## config.mk

```make
export PLATFORM = sky130hd
export DESIGN_NAME = axioma_timer_prescaler_ctrl_flat
export DESIGN_NICKNAME = d
export VERILOG_FILES = /design/src/rtl/axioma_timer_prescaler_ctrl_pkg.sv /design/src/rtl/axioma_timer_prescaler_ctrl_if.sv /design/src/rtl/axioma_ext_clk_sync.sv /design/src/rtl/axioma_timer_prescaler_ctrl_chk.sv /design/src/rtl/axioma_timer_prescaler_ctrl.sv /design/src/flat_wrapper.sv
export SDC_FILE = /design/constraint.sdc
export NUM_CORES = 1
export LEC_CHECK = 0
export CORE_MARGIN = 3
export CORE_UTILIZATION = 30
export CTS_BUF_LIST = sky130_fd_sc_hd__clkbuf_4 sky130_fd_sc_hd__clkbuf_8
export DETAILED_ROUTE_END_ITERATION = 7
export HOLD_SLACK_MARGIN = 0.02
export PLACE_DENSITY_LB_ADDON = 0.1
export SLEW_MARGIN = 20
export SYNTH_ARGS = -nofsm -noshare
export SYNTH_HDL_FRONTEND = slang
export SYNTH_HIERARCHICAL = 1
export SYNTH_SLANG_ARGS = --single-unit
```

## constraint.sdc

```tcl
create_clock -name clk -period 1.7 [get_ports clk]
set_input_delay 0.34 -clock clk [delete_from_list [all_inputs] [get_ports clk]]
set_output_delay 0.34 -clock clk [all_outputs]
set_load 0.02 [all_outputs]
```

## src/rtl/axioma_timer_prescaler_ctrl_pkg.sv

```systemverilog
// Shared definitions for the Timer0/Timer1 prescaler controller: clock-select codes,
// GTCCR address and bit positions, and the tick-decode and GTCCR helpers.
package axioma_timer_prescaler_ctrl_pkg;

   typedef enum logic [2:0] {
      CS_STOP     = 3'b000,
      CS_DIV1     = 3'b001,
      CS_DIV8     = 3'b010,
      CS_DIV64    = 3'b011,
      CS_DIV256   = 3'b100,
      CS_DIV1024  = 3'b101,
      CS_EXT_FALL = 3'b110,
      CS_EXT_RISE = 3'b111
   } cs_e;

   localparam logic [5:0]  ADDR_GTCCR    = 6'h23;
   localparam int unsigned GTCCR_TSM     = 7;
   localparam int unsigned GTCCR_PSRASY  = 1;
   localparam int unsigned GTCCR_PSRSYNC = 0;
   localparam int unsigned PRESCALE_W    = 10;

   typedef struct packed {
      logic tsm;
      logic psrsync;
   } gtccr_t;

   // PSRASY and the reserved bits have no storage and always read back as 0.
   function automatic logic [7:0] gtccr_read(input gtccr_t g);
      logic [7:0] v;
      v                = 8'h00;
      v[GTCCR_TSM]     = g.tsm;
      v[GTCCR_PSRSYNC] = g.psrsync;
      return v;
   endfunction

   // With TSM set, PSRSYNC is sticky until a write clears TSM; otherwise it self-clears.
   function automatic gtccr_t gtccr_next(input gtccr_t cur, input logic wr, input logic [7:0] d);
      gtccr_t nxt;
      nxt = cur;
      if (wr) begin
         nxt.tsm     = d[GTCCR_TSM];
         nxt.psrsync = d[GTCCR_PSRSYNC] | (cur.psrsync & d[GTCCR_TSM]);
      end else begin
         nxt.tsm     = cur.tsm;
         nxt.psrsync = cur.psrsync & cur.tsm;
      end
      return nxt;
   endfunction

   function automatic logic tick_decode(input logic [2:0] cs,
                                        input logic [PRESCALE_W-1:0] cnt,
                                        input logic held,
                                        input logic rise,
                                        input logic fall);
      logic tick;
      tick = 1'b0;
      case (cs_e'(cs))
         CS_STOP:     tick = 1'b0;
         CS_DIV1:     tick = ~held;
         CS_DIV8:     tick = ~held & (cnt[2:0] == 3'b111);
         CS_DIV64:    tick = ~held & (cnt[5:0] == 6'h3F);
         CS_DIV256:   tick = ~held & (cnt[7:0] == 8'hFF);
         CS_DIV1024:  tick = ~held & (cnt[9:0] == 10'h3FF);
         CS_EXT_FALL: tick = fall;
         CS_EXT_RISE: tick = rise;
         default:     tick = 1'b0;
      endcase
      return tick;
   endfunction

endpackage

```

## src/rtl/axioma_timer_prescaler_ctrl_if.sv

```systemverilog
// I/O-bus port group for the GTCCR register of the timer prescaler controller.
interface axioma_timer_prescaler_ctrl_if;
   logic [5:0] io_addr;
   logic [7:0] io_data_in;
   logic [7:0] io_data_out;
   logic       io_read;
   logic       io_write;

   modport master (
      output io_addr,
      output io_data_in,
      output io_read,
      output io_write,
      input  io_data_out
   );

   modport slave (
      input  io_addr,
      input  io_data_in,
      input  io_read,
      input  io_write,
      output io_data_out
   );
endinterface

```

## src/rtl/axioma_ext_clk_sync.sv

```systemverilog
// Two-flop synchroniser for an external timer clock pin, followed by a previous-value
// flop whose comparison yields single-cycle rise/fall indications.
module axioma_ext_clk_sync (
   input  logic clk,
   input  logic reset_n,
   input  logic i_pin,
   output logic o_rise,
   output logic o_fall
);

   logic r_sync1;
   logic r_sync2;
   logic r_prev;

   // Synchroniser chain; reset to 0 so a pin held high through reset gives one rise.
   always_ff @(posedge clk or negedge reset_n) begin
      if (!reset_n) begin
         r_sync1 <= 1'b0;
         r_sync2 <= 1'b0;
         r_prev  <= 1'b0;
      end else begin
         r_sync1 <= i_pin;
         r_sync2 <= r_sync1;
         r_prev  <= r_sync2;
      end
   end

   assign o_rise = r_sync2 & ~r_prev;
   assign o_fall = ~r_sync2 & r_prev;

endmodule

```

## src/rtl/axioma_timer_prescaler_ctrl_chk.sv

```systemverilog
// Invariant checker for the prescaler controller: hold behaviour, stopped timers,
// read-data gating and tick alignment between timers sharing a prescaled CS.
module axioma_timer_prescaler_ctrl_chk
   import axioma_timer_prescaler_ctrl_pkg::*;
(
   input logic                  clk,
   input logic                  reset_n,
   input logic [2:0]            i_cs0,
   input logic [2:0]            i_cs1,
   input logic                  i_io_read,
   input logic [5:0]            i_io_addr,
   input logic [7:0]            i_io_data_out,
   input logic                  i_psrsync,
   input logic [PRESCALE_W-1:0] i_prescale,
   input logic                  i_tick0,
   input logic                  i_tick1
);

   logic w_same_div;
   assign w_same_div = (i_cs0 == i_cs1) && (i_cs0 != CS_EXT_FALL) && (i_cs0 != CS_EXT_RISE);

   a_hold_clears: assert property (@(posedge clk) disable iff (!reset_n)
      i_psrsync |=> (i_prescale == 10'd0));

   a_stop0: assert property (@(posedge clk) disable iff (!reset_n)
      (i_cs0 == CS_STOP) |=> !i_tick0);

   a_stop1: assert property (@(posedge clk) disable iff (!reset_n)
      (i_cs1 == CS_STOP) |=> !i_tick1);

   a_rd_idle: assert property (@(posedge clk) disable iff (!reset_n)
      !(i_io_read && (i_io_addr == ADDR_GTCCR)) |-> (i_io_data_out == 8'h00));

   a_psrasy_zero: assert property (@(posedge clk) disable iff (!reset_n)
      (i_io_data_out[GTCCR_PSRASY] == 1'b0) && (i_io_data_out[6:2] == 5'b00000));

   a_aligned: assert property (@(posedge clk) disable iff (!reset_n)
      w_same_div |=> (i_tick0 == i_tick1));

endmodule

```

## src/rtl/axioma_timer_prescaler_ctrl.sv

```systemverilog
// Shared Timer0/Timer1 prescaler and clock-select controller: GTCCR (TSM, PSRSYNC),
// 10-bit prescaler, external T0/T1 synchronisers and registered count-enable ticks.
module axioma_timer_prescaler_ctrl
   import axioma_timer_prescaler_ctrl_pkg::*;
(
   input  logic                            clk,
   input  logic                            reset_n,
   axioma_timer_prescaler_ctrl_if.slave    io,
   input  logic [2:0]                      i_cs0,
   input  logic [2:0]                      i_cs1,
   input  logic                            i_t0_pin,
   input  logic                            i_t1_pin,
   output logic                            o_timer0_tick,
   output logic                            o_timer1_tick,
   output logic [PRESCALE_W-1:0]           o_debug_prescale,
   output logic                            o_debug_psrsync
);

   gtccr_t                r_gtccr;
   logic [PRESCALE_W-1:0] r_prescale;
   logic                  r_tick0;
   logic                  r_tick1;
   logic                  w_gtccr_wr;
   logic [7:0]            w_rd_data;
   logic                  w_t0_rise;
   logic                  w_t0_fall;
   logic                  w_t1_rise;
   logic                  w_t1_fall;

   axioma_ext_clk_sync u_t0_sync (
      .clk     (clk),
      .reset_n (reset_n),
      .i_pin   (i_t0_pin),
      .o_rise  (w_t0_rise),
      .o_fall  (w_t0_fall)
   );

   axioma_ext_clk_sync u_t1_sync (
      .clk     (clk),
      .reset_n (reset_n),
      .i_pin   (i_t1_pin),
      .o_rise  (w_t1_rise),
      .o_fall  (w_t1_fall)
   );

   // GTCCR address decode for write strobe and combinational read data.
   always_comb begin
      w_gtccr_wr = 1'b0;
      w_rd_data  = 8'h00;
      if (io.io_write && (io.io_addr == ADDR_GTCCR)) begin
         w_gtccr_wr = 1'b1;
      end else begin
         w_gtccr_wr = 1'b0;
      end
      if (io.io_read && (io.io_addr == ADDR_GTCCR)) begin
         w_rd_data = gtccr_read(r_gtccr);
      end else begin
         w_rd_data = 8'h00;
      end
   end

   assign io.io_data_out = w_rd_data;

   // GTCCR state, updated on every edge whether or not it is written.
   always_ff @(posedge clk or negedge reset_n) begin
      if (!reset_n) begin
         r_gtccr <= gtccr_t'(2'b00);
      end else begin
         r_gtccr <= gtccr_next(r_gtccr, w_gtccr_wr, io.io_data_in);
      end
   end

   // Shared prescaler: cleared and held while PSRSYNC is set, free-running wrap otherwise.
   always_ff @(posedge clk or negedge reset_n) begin
      if (!reset_n) begin
         r_prescale <= 10'd0;
      end else if (r_gtccr.psrsync) begin
         r_prescale <= 10'd0;
      end else begin
         r_prescale <= r_prescale + 10'd1;
      end
   end

   // Registered count-enable ticks; both timers decode against the same counter state.
   always_ff @(posedge clk or negedge reset_n) begin
      if (!reset_n) begin
         r_tick0 <= 1'b0;
         r_tick1 <= 1'b0;
      end else begin
         r_tick0 <= tick_decode(i_cs0, r_prescale, r_gtccr.psrsync, w_t0_rise, w_t0_fall);
         r_tick1 <= tick_decode(i_cs1, r_prescale, r_gtccr.psrsync, w_t1_rise, w_t1_fall);
      end
   end

   assign o_timer0_tick    = r_tick0;
   assign o_timer1_tick    = r_tick1;
   assign o_debug_prescale = r_prescale;
   assign o_debug_psrsync  = r_gtccr.psrsync;

   axioma_timer_prescaler_ctrl_chk u_chk (
      .clk           (clk),
      .reset_n       (reset_n),
      .i_cs0         (i_cs0),
      .i_cs1         (i_cs1),
      .i_io_read     (io.io_read),
      .i_io_addr     (io.io_addr),
      .i_io_data_out (w_rd_data),
      .i_psrsync     (r_gtccr.psrsync),
      .i_prescale    (r_prescale),
      .i_tick0       (r_tick0),
      .i_tick1       (r_tick1)
   );

endmodule

```

## src/flat_wrapper.sv

```systemverilog
// flat-port wrapper written by rule: the top's interface ports become plain ports
module axioma_timer_prescaler_ctrl_flat import axioma_timer_prescaler_ctrl_pkg::*;
  (clk, reset_n, i_cs0, i_cs1, i_t0_pin, i_t1_pin, o_timer0_tick, o_timer1_tick, o_debug_prescale, o_debug_psrsync, io_io_addr, io_io_data_in, io_io_read, io_io_write, io_io_data_out);
  axioma_timer_prescaler_ctrl_if io_i ();
  input  logic clk;
  input  logic reset_n;
  input  logic [2:0] i_cs0;
  input  logic [2:0] i_cs1;
  input  logic i_t0_pin;
  input  logic i_t1_pin;
  output logic o_timer0_tick;
  output logic o_timer1_tick;
  output logic [PRESCALE_W-1:0] o_debug_prescale;
  output logic o_debug_psrsync;
  input wire logic [$bits(io_i.io_addr)-1:0] io_io_addr;
  input wire logic [$bits(io_i.io_data_in)-1:0] io_io_data_in;
  input wire logic [$bits(io_i.io_read)-1:0] io_io_read;
  input wire logic [$bits(io_i.io_write)-1:0] io_io_write;
  output wire logic [$bits(io_i.io_data_out)-1:0] io_io_data_out;
  assign io_i.io_addr = io_io_addr;
  assign io_i.io_data_in = io_io_data_in;
  assign io_i.io_read = io_io_read;
  assign io_i.io_write = io_io_write;
  assign io_io_data_out = io_i.io_data_out;
  axioma_timer_prescaler_ctrl u_core (.clk(clk), .reset_n(reset_n), .io(io_i), .i_cs0(i_cs0), .i_cs1(i_cs1), .i_t0_pin(i_t0_pin), .i_t1_pin(i_t1_pin), .o_timer0_tick(o_timer0_tick), .o_timer1_tick(o_timer1_tick), .o_debug_prescale(o_debug_prescale), .o_debug_psrsync(o_debug_psrsync));
endmodule
```

Word level (Yosys, flattened, before mapping)
Cells that the tools add are included.

storage, ports and cells
  output and inout port bits = 21
  input bits = 26
  bits in registers = 20

operators by class
  equal/unequal tests = 19
  muxes and demuxes = 6
  reductions and logical operators = 4
  bitwise logic cells = 16
  add/subtract/negate cells = 1

operators with widths
  operator                                                         number
  3-bit == test, second input constant                             9
  1-bit one-hot mux with 8 select lines                            2
  3-bit by 2-bit == test with 1-bit output, second input constant  4
  6-bit == test, second input constant                             2
  10-bit by 1-bit adder with 10-bit output, second input constant  1
  1-bit AND                                                        10
  10-bit == test, second input constant                            1
  10-bit 2-to-1 mux                                                1
  8-bit == test, second input constant                             1
  8-bit 2-to-1 mux                                                 1
  3-bit by 1-bit == test with 1-bit output, second input constant  2
  3-bit zero test                                                  2
  1-bit inverter                                                   5
  1-bit logical AND                                                2
  1-bit 2-to-1 mux                                                 2
  1-bit OR                                                         1

Depth between registers and ports, before layout
Gate-level depths: netlist (run 1).

  depth after elaboration = 4
  mapped depth = 5

Modules after synthesis
Netlist (run 1), hierarchy kept.

modules (own cells, without submodules)
  module                       area each (sq um)  cells an instance  times used  seq. area each (sq um)
  axioma_timer_prescaler_ctrl  870.8              89                 1           350.3
  axioma_ext_clk_sync          90.1               5                  2           75.1

Least setup slack after synthesis (run 1)
No wires, ideal clock.

  kind = register to register
  from = reg u_core.r_prescale[0] (netlist: u_core/o_debug_prescale[0])
  to = reg u_core.r_prescale[8] (netlist: u_core/o_debug_prescale[8])
  setup slack = 164 ps
  arrival time = 1,458 ps
  library setup time = 78 ps
  buffers on the path = 0
  cell stages (with the launch flop) = 5
  data required time = 1,622 ps
  cells stage by stage = dfrtp_1 > ha_1 > nand3_1 > or3_2 > a21oi_1

between the ends
  cells in the longest elaborated chain, start to end = 2

RTL lines
  what                                      RTL line                           text
  from (decl)                               axioma_timer_prescaler_ctrl.sv:20  logic [PRESCALE_W-1:0] r_prescale;
  from (signal assigned)                    axioma_timer_prescaler_ctrl.sv:80  r_prescale <= r_prescale + 10'd1;
  10-bit by 1-bit adder with 10-bit output  axioma_timer_prescaler_ctrl.sv:80
  10-bit 2-to-1 mux                         axioma_timer_prescaler_ctrl.sv:77  end else if (r_gtccr.psrsync) begin

Every way passes these cells.
A chain may end at the register's enable or synchronous reset.

Final worst setup path (run 1)
  from = in io_io_addr[4]
  to = out io_io_data_out[0]

between the ends
  cells in the longest elaborated chain, start to end = 3

RTL lines
  what               RTL line                           text
  from (decl)        flat_wrapper.sv:15                 input wire logic [$bits(io_i.io_addr)-1:0] io_io_addr;
  6-bit == test      axioma_timer_prescaler_ctrl.sv:55  if (io.io_read && (io.io_addr == ADDR_GTCCR)) begin
  1-bit logical AND  axioma_timer_prescaler_ctrl.sv:55
  8-bit 2-to-1 mux   axioma_timer_prescaler_ctrl.sv:55
  to (decl)          flat_wrapper.sv:19                 output wire logic [$bits(io_i.io_data_out)-1:0] io_io_data_out;

Every way passes these cells.

==> run metrics, run 1 <==
Synth Area in XOR/XNOR 0.833%; largest family of logic cells by synthesized area simple AND/OR/NAND/NOR gates; cell row count 20; Placed Cells 184; Core Region 0.00320 mm2; YS warnings 6; area growth from synthesis to layout 46.7%; Max Slew Vio Count 0; outcome finished, final reports clean; Final Critical Period 1.64 ns; DRC 0; Worst Path Buf+Inv 2; CP max stage cell clkdlybuf4s50_1; Pwr Total 1.45 mW; GR Util met1 15.1%; Placer Congestion 0.713; Adder-Cell Fraction of Synth Area 2.38%; Top Family by Delay on Critical Path buffers and inverters; synthesized cell area 0.00105 mm2; Avg Inst Size Synth 10.6 um2; initial antenna violation count 0; Worst-path clk slew 0.11 ns; Pleak 0.750 nW; most common cell after layout, fill and taps aside dfrtp_1; final non-filler cell total 188; Simple-Gate Fraction of Synth Area 28.5%; Hold Crit Depth 0; gr usage total 11.8%; critical path, cell by cell clkdlybuf4s50_1 -> nor3b_4 -> and3_1 -> buf_6; post-synthesis sequential area ratio 47.6%; Switching Share 38.0%; combinational power share 38.1%; Yosys cell types 34; clock sinks 20; hold wc startpoint u_core/u_t1_sync/r_sync1$_DFF_PN0_; die height 65.2 um; Tcrit/Tclk final 96.2%; die width 65.2 um; FF-to-FF path depth 5; #FFs+latches synth 20; layout net count 174; Final Util 48.1%; commonest cells after routing, fill and taps aside 18 x dfrtp_1, 16 x clkdlybuf4s50_1, 10 x buf_4, 9 x dlygate4sd2_1; vias per cell 4.77; mux contribution to synthesized area 3.21%; Seq pwr share 46.8%; GR Overflow Total 0; GRT met2 Usage 20.1%; Clk pwr share 15.1%; net switching power of the design 550 uW; Iteration-0 DRC Markers 48; most crowded layer after global routing met2; worst path required time 1.36 ns; cells after synthesis 99; CP startpoint kind input port; # diodes 0; Top Ports 47; setup TNS 0 ns; WL per Instance 12.4 um; Synth Area in Compound Gates 11.4%; CP Launch Point io_io_addr[4]; Critical Path Max Stage Delay 0.45 ns; Clock Latency Late Sink 0.29 ns; hold buffers post-CTS 0; clk root buf clkbuf_4; Antenna Nets Post-Route 0; Fmax achieved 612 MHz; clock buffer count from CTS 3; TritonCTS clock tree built; Reg-to-Reg Start u_core/o_debug_prescale[0]$_DFF_PN0_; CP arrival 1.30 ns; DIE AREA 0.00425 mm2; PwrDens 940 mW/mm2; share of cells above drive strength 1 22.9%; H-Tree Depth 1; DR pass1 iterations 4; CP endpoint kind primary output; met3 global-route usage 3.42%; global-route wire length before repair 3.96 mm; CP Depth 4; Fin. Hold Viols 0; worst vdd ir 0.625 mV; min-delay worst type flop to flop; final setup violation count 0; Pint 899 uW; largest net degree at the start of global routing 21; vias in the first global route 938; DR vias 897; Clock Skews 0.00769 ns; PortBufs 34; final wirelength 2.33 mm; Worst Setup Path Type input port to primary output; CP Max Fanout 2; Max Root-Sink Buffers 2; Post-DP HPWL 1.81 mm; RSZ-0062 raised after global routing false; Starting Density 32.8%; Max-Cap Viols 0
==> worst register-to-register path, delay by kind of cell, from the launching register on <==
kind,cells,cell delay [ns]
AOI/OAI and AO/OA,2,0.39
adders and majority gates,2,0.47
DFF,1,0.44
and+or+nand+nor,1,0.18
==> sequential cells by signal, summed over array words and instances (netlist names) <==
name	count
u_core/o_debug_prescale	10
u_core/o_debug_psrsync	1
u_core/u_t1_sync/r_sync1	1
u_core/o_timer1_tick	1
u_core/r_gtccr	1
u_core/u_t1_sync/r_prev	1
u_core/o_timer0_tick	1
u_core/u_t1_sync/r_sync2	1
u_core/u_t0_sync/r_sync2	1
u_core/u_t0_sync/r_sync1	1
u_core/u_t0_sync/r_prev	1
==> Yosys cell counts <==
master | number | share of area, %
a2111o_1 | 2 | 2.1
a21oi_1 | 6 | 2.9
a311oi_1 | 2 | 1.7
and2_2 | 1 | 0.71
and2b_2 | 2 | 1.7
and3_1 | 3 | 1.8
and3b_1 | 2 | 1.7
buf_4 | 6 | 4.3
clkbuf_1 | 1 | 0.36
conb_1 | 1 | 0.36
dfrtp_1 | 20 | 48
ha_1 | 2 | 2.4
inv_1 | 3 | 1.1
mux2_2 | 3 | 3.2
nand2_1 | 5 | 1.8
nand3_1 | 5 | 2.4
nand3b_1 | 1 | 0.71
nand4_1 | 1 | 0.60
nand4_2 | 1 | 1.2
nand4bb_4 | 1 | 2.6
nor2_1 | 3 | 1.1
nor2b_1 | 6 | 3.6
nor3_1 | 2 | 0.95
nor3b_1 | 1 | 0.71
o211ai_1 | 3 | 2.1
o21ai_0 | 4 | 1.9
o31ai_1 | 1 | 0.71
or2_2 | 2 | 1.2
or3_1 | 2 | 1.2
or3_2 | 2 | 1.4
or3b_1 | 2 | 1.7
or3b_2 | 1 | 0.83
or4_1 | 1 | 0.71
xor2_1 | 1 | 0.83
==> final cells by class <==
type | count | area (um2)
inverters | 3 | 11.3
multi-input cells | 74 | 531
repair buffers | 44 | 419
flip-flops and latches | 20 | 503
clock buffers | 3 | 22.5
fillers | 346 | 1660
well taps | 44 | 55.1
==> cell families after synthesis <==
group / Yosys count
AO/OA/AOI/OAI: 18
multiplexers: 3
other: 1
XOR/XNOR: 1
adder cells (fa/ha/maj): 2
buffers and inverters: 10
flip-flops: 20
AND/OR/NAND/NOR: 44
==> power groups by stage <==
stage	clock, mW	combinational (mW)	sequential, mW
finish	0.218	0.552	0.678
global route	0.251	0.617	0.697
CTS	0.239	0.556	0.675
detailed placement	0	0.594	0.686
global placement	0	0.575	0.678
floorplan	0	0.233	0.754
==> repair_timing <==
item                                   in CTS  in global routing
endpoints found under the hold margin       0                  0
resized for setup                          24                 12
setup endpoints to repair                   9                  7
pin swaps                                   3                  3
buffers inserted                            1                  0
==> final timing paths <==
check                                                            end  slack, ns
worst max-delay path                               io_io_data_out[0]       0.06
worst min-delay path              u_core/u_t1_sync/r_sync2$_DFF_PN0_       0.35
worst max register to register        u_core/o_timer1_tick$_DFF_PN0_       0.10
worst min register to register    u_core/u_t1_sync/r_sync2$_DFF_PN0_       0.35
max in group asynchronous       u_core/o_debug_prescale[0]$_DFF_PN0_       1.10
min in group asynchronous          u_core/u_t1_sync/r_prev$_DFF_PN0_       0.37
==> stage by stage <==
stage | worst slack [ns] | hold WS (ns) | area (um2)
floorplan | 0.164 | 0.0444 | 1070
global placement | -0.616 | 0.332 | 1480
detailed placement | -0.648 | 0.340 | 1480
CTS | 0.0146 | 0.361 | 1510
global route | 0.00631 | 0.372 | 1540
finish | 0.0648 | 0.350 | 1540
==> per-layer routing <==
| metal | share of wire [%] | wire length, um |
|---|---|---|
| met3 | 6.4 | 148 |
| met1 | 46 | 1060 |
| met4 | 0.43 | 10 |
| met2 | 48 | 1110 |
| met5 | 0 | 0 |
No activity file was read; power rests on OpenSTA's default activity.
==> run 2, diff against run 1 <==
--- a/config.mk
+++ b/config.mk
@@ -7,7 +7,7 @@
 export LEC_CHECK = 0
 export CORE_MARGIN = 3
 export CORE_UTILIZATION = 30
-export CTS_BUF_LIST = sky130_fd_sc_hd__clkbuf_4 sky130_fd_sc_hd__clkbuf_8
+export CTS_BUF_LIST = sky130_fd_sc_hd__clkbuf_8
 export DETAILED_ROUTE_END_ITERATION = 7
 export HOLD_SLACK_MARGIN = 0.02
 export PLACE_DENSITY_LB_ADDON = 0.1
==> run metrics, run 2 (synthesis gave the netlist of run 1 again) <==
Critical Path Max Stage Delay 0.45 ns; Placed Area 0.00148 mm2; Hold Crit Depth 0; worst vdd ir 0.787 mV; Max-Cap Viols 0; largest net degree at the start of global routing 21; hold wc startpoint u_core/u_t1_sync/r_sync1$_DFF_PN0_; Clock Skews 0.00284 ns; hold slack final 0.348 ns; Final Critical Period 1.64 ns; GR Util met1 15.2%; layout net count 174; Switching Share 35.8%; most common cell after layout, fill and taps aside clkdlybuf4s50_1; clock sinks 20; DIE AREA 0.00425 mm2; Pleak 0.709 nW; Iteration-0 DRC Markers 44; cell row count 20; critical path, cell by cell clkdlybuf4s50_1 -> nor3b_4 -> and3_1 -> buf_6; Post-DP HPWL 1.81 mm; min-delay worst type flop to flop; CP max stage cell clkdlybuf4s50_1; Fmax achieved 611 MHz; Tcrit/Tclk final 96.2%; Clock Latency Late Sink 0.25 ns; Antenna Nets Post-Route 0; initial antenna violation count 0; CP startpoint kind input port; CP endpoint kind primary output; DRC 0; Starting Density 32.8%; commonest cells after routing, fill and taps aside 21 x clkdlybuf4s50_1, 20 x dfrtp_1, 10 x buf_4; die width 65.2 um; CP Max Fanout 2; CP arrival 1.30 ns; Max Root-Sink Buffers 2; met3 global-route usage 3.42%; # diodes 0; DR pass1 iterations 4; H-Tree Depth 1; final worst slack 0.0643 ns; Top Ports 47; net switching power of the design 556 uW; Seq pwr share 43.9%; outcome finished, final reports clean; hold buffers post-CTS 0; Worst Path Buf+Inv 2; global-route wire length before repair 3.97 mm; area growth from synthesis to layout 48.5%; Placed Cells 184; Pwr Total 1.55 mW; final wirelength 2.33 mm; RSZ-0062 raised after global routing false; PwrDens 993 mW/mm2; Reg-to-Reg Start u_core/o_debug_prescale[0]$_DFF_PN0_; PortBufs 34; GR Overflow Total 0; final setup violation count 0; Worst Setup Path Type input port to primary output; share of cells above drive strength 1 21.5%; Pint 994 uW; Max Slew Vio Count 0; TritonCTS clock tree built; gr usage total 11.7%; Worst R2R Setup Slack 0.09 ns; worst path required time 1.36 ns; final non-filler cell total 188; DR vias 884; vias per cell 4.70; most crowded layer after global routing met2; die height 65.2 um; Core Region 0.00320 mm2; WL per Instance 12.4 um; combinational power share 36.9%; FF-to-FF path depth 5; clock buffer count from CTS 3; CP Depth 4; Final Cell Area 0.00156 mm2; Fin. Hold Viols 0; Top Family by Delay on Critical Path buffers and inverters; GRT met2 Usage 19.8%; WHS Endpoint u_core/u_t1_sync/r_sync2$_DFF_PN0_; clk root buf clkbuf_8; vias in the first global route 937; Placer Congestion 0.713; Clk pwr share 19.2%; Worst-path clk slew 0.07 ns; Largest register FFs 10; setup slack after placement -0.648 ns; reg2reg end u_core/o_timer1_tick$_DFF_PN0_
run 2: cell count changes in the layout (fill, tap and decap cells not counted), sizes merged:
cell | before | now
dlygate4sd2 | 9 | 5
clkdlybuf4s50 | 16 | 21
dlymetal6s2s | 5 | 4
run 2: what timing repair did:
| action | 4_1_cts | 5_1_grt |
|---|---|---|
| endpoints found under the setup margin | 5 | 6 |
| resized for setup | 19 | 10 |
| pin swaps | 3 | 3 |
| buffers inserted | 1 | 0 |
run 2: worst max path at each step:
stage                                                     from                              endpoint  slack (ns)
final                                            io_io_addr[4]                     io_io_data_out[0]        0.06
after global routing                             io_io_addr[4]                     io_io_data_out[0]       0.006
after CTS                 u_core/o_debug_prescale[2]$_DFF_PN0_                   o_debug_prescale[2]       0.007
after detailed placement                         io_io_addr[1]                     io_io_data_out[7]       -0.65
after global placement                           io_io_addr[1]                     io_io_data_out[0]       -0.62
after floorplan           u_core/o_debug_prescale[0]$_DFF_PN0_  u_core/o_debug_prescale[8]$_DFF_PN0_        0.16
run 2: layout make-up:
cell class,instances,area [um2]
Fill cell,344,1640
Sequential cell,20,500
Tap cell,44,55.1
Timing Repair Buffer,44,422
Multi-Input combinational cell,74,531
Inverter,3,11.3
Clock buffer,3,41.3
run 2: through the flow:
| step | TNS [ns] | utilization, % |
|---|---|---|
| CTS | 0 | 47.7 |
| global route | 0 | 48.7 |
| floorplan | 0 | - |
| global placement | -1.45 | 46.3 |
| finish | 0 | 48.7 |
| detailed placement | -1.59 | 46.3 |
run 2: power groups by stage:
stage	clock, mW	combinational, mW	sequential, mW
CTS	0.322	0.579	0.677
global placement	0	0.575	0.678
finish	0.297	0.572	0.681
global route	0.333	0.637	0.698
detailed placement	0	0.594	0.686
floorplan	0	0.233	0.754
run 2: metal layers:
| metal | routed length [um] | part of all wire, % |
|---|---|---|
| met1 | 1070 | 46 |
| met2 | 1110 | 47 |
| met4 | 10 | 0.43 |
| met3 | 148 | 6.3 |
| met5 | 0 | 0 |
run 2: worst register-to-register path: stages, from the launching register on:
cell	delay, ns
dfrtp_1	0.42
ha_1	0.27
ha_1	0.22
and3b_1	0.18
a311oi_1	0.27
o211ai_1	0.14
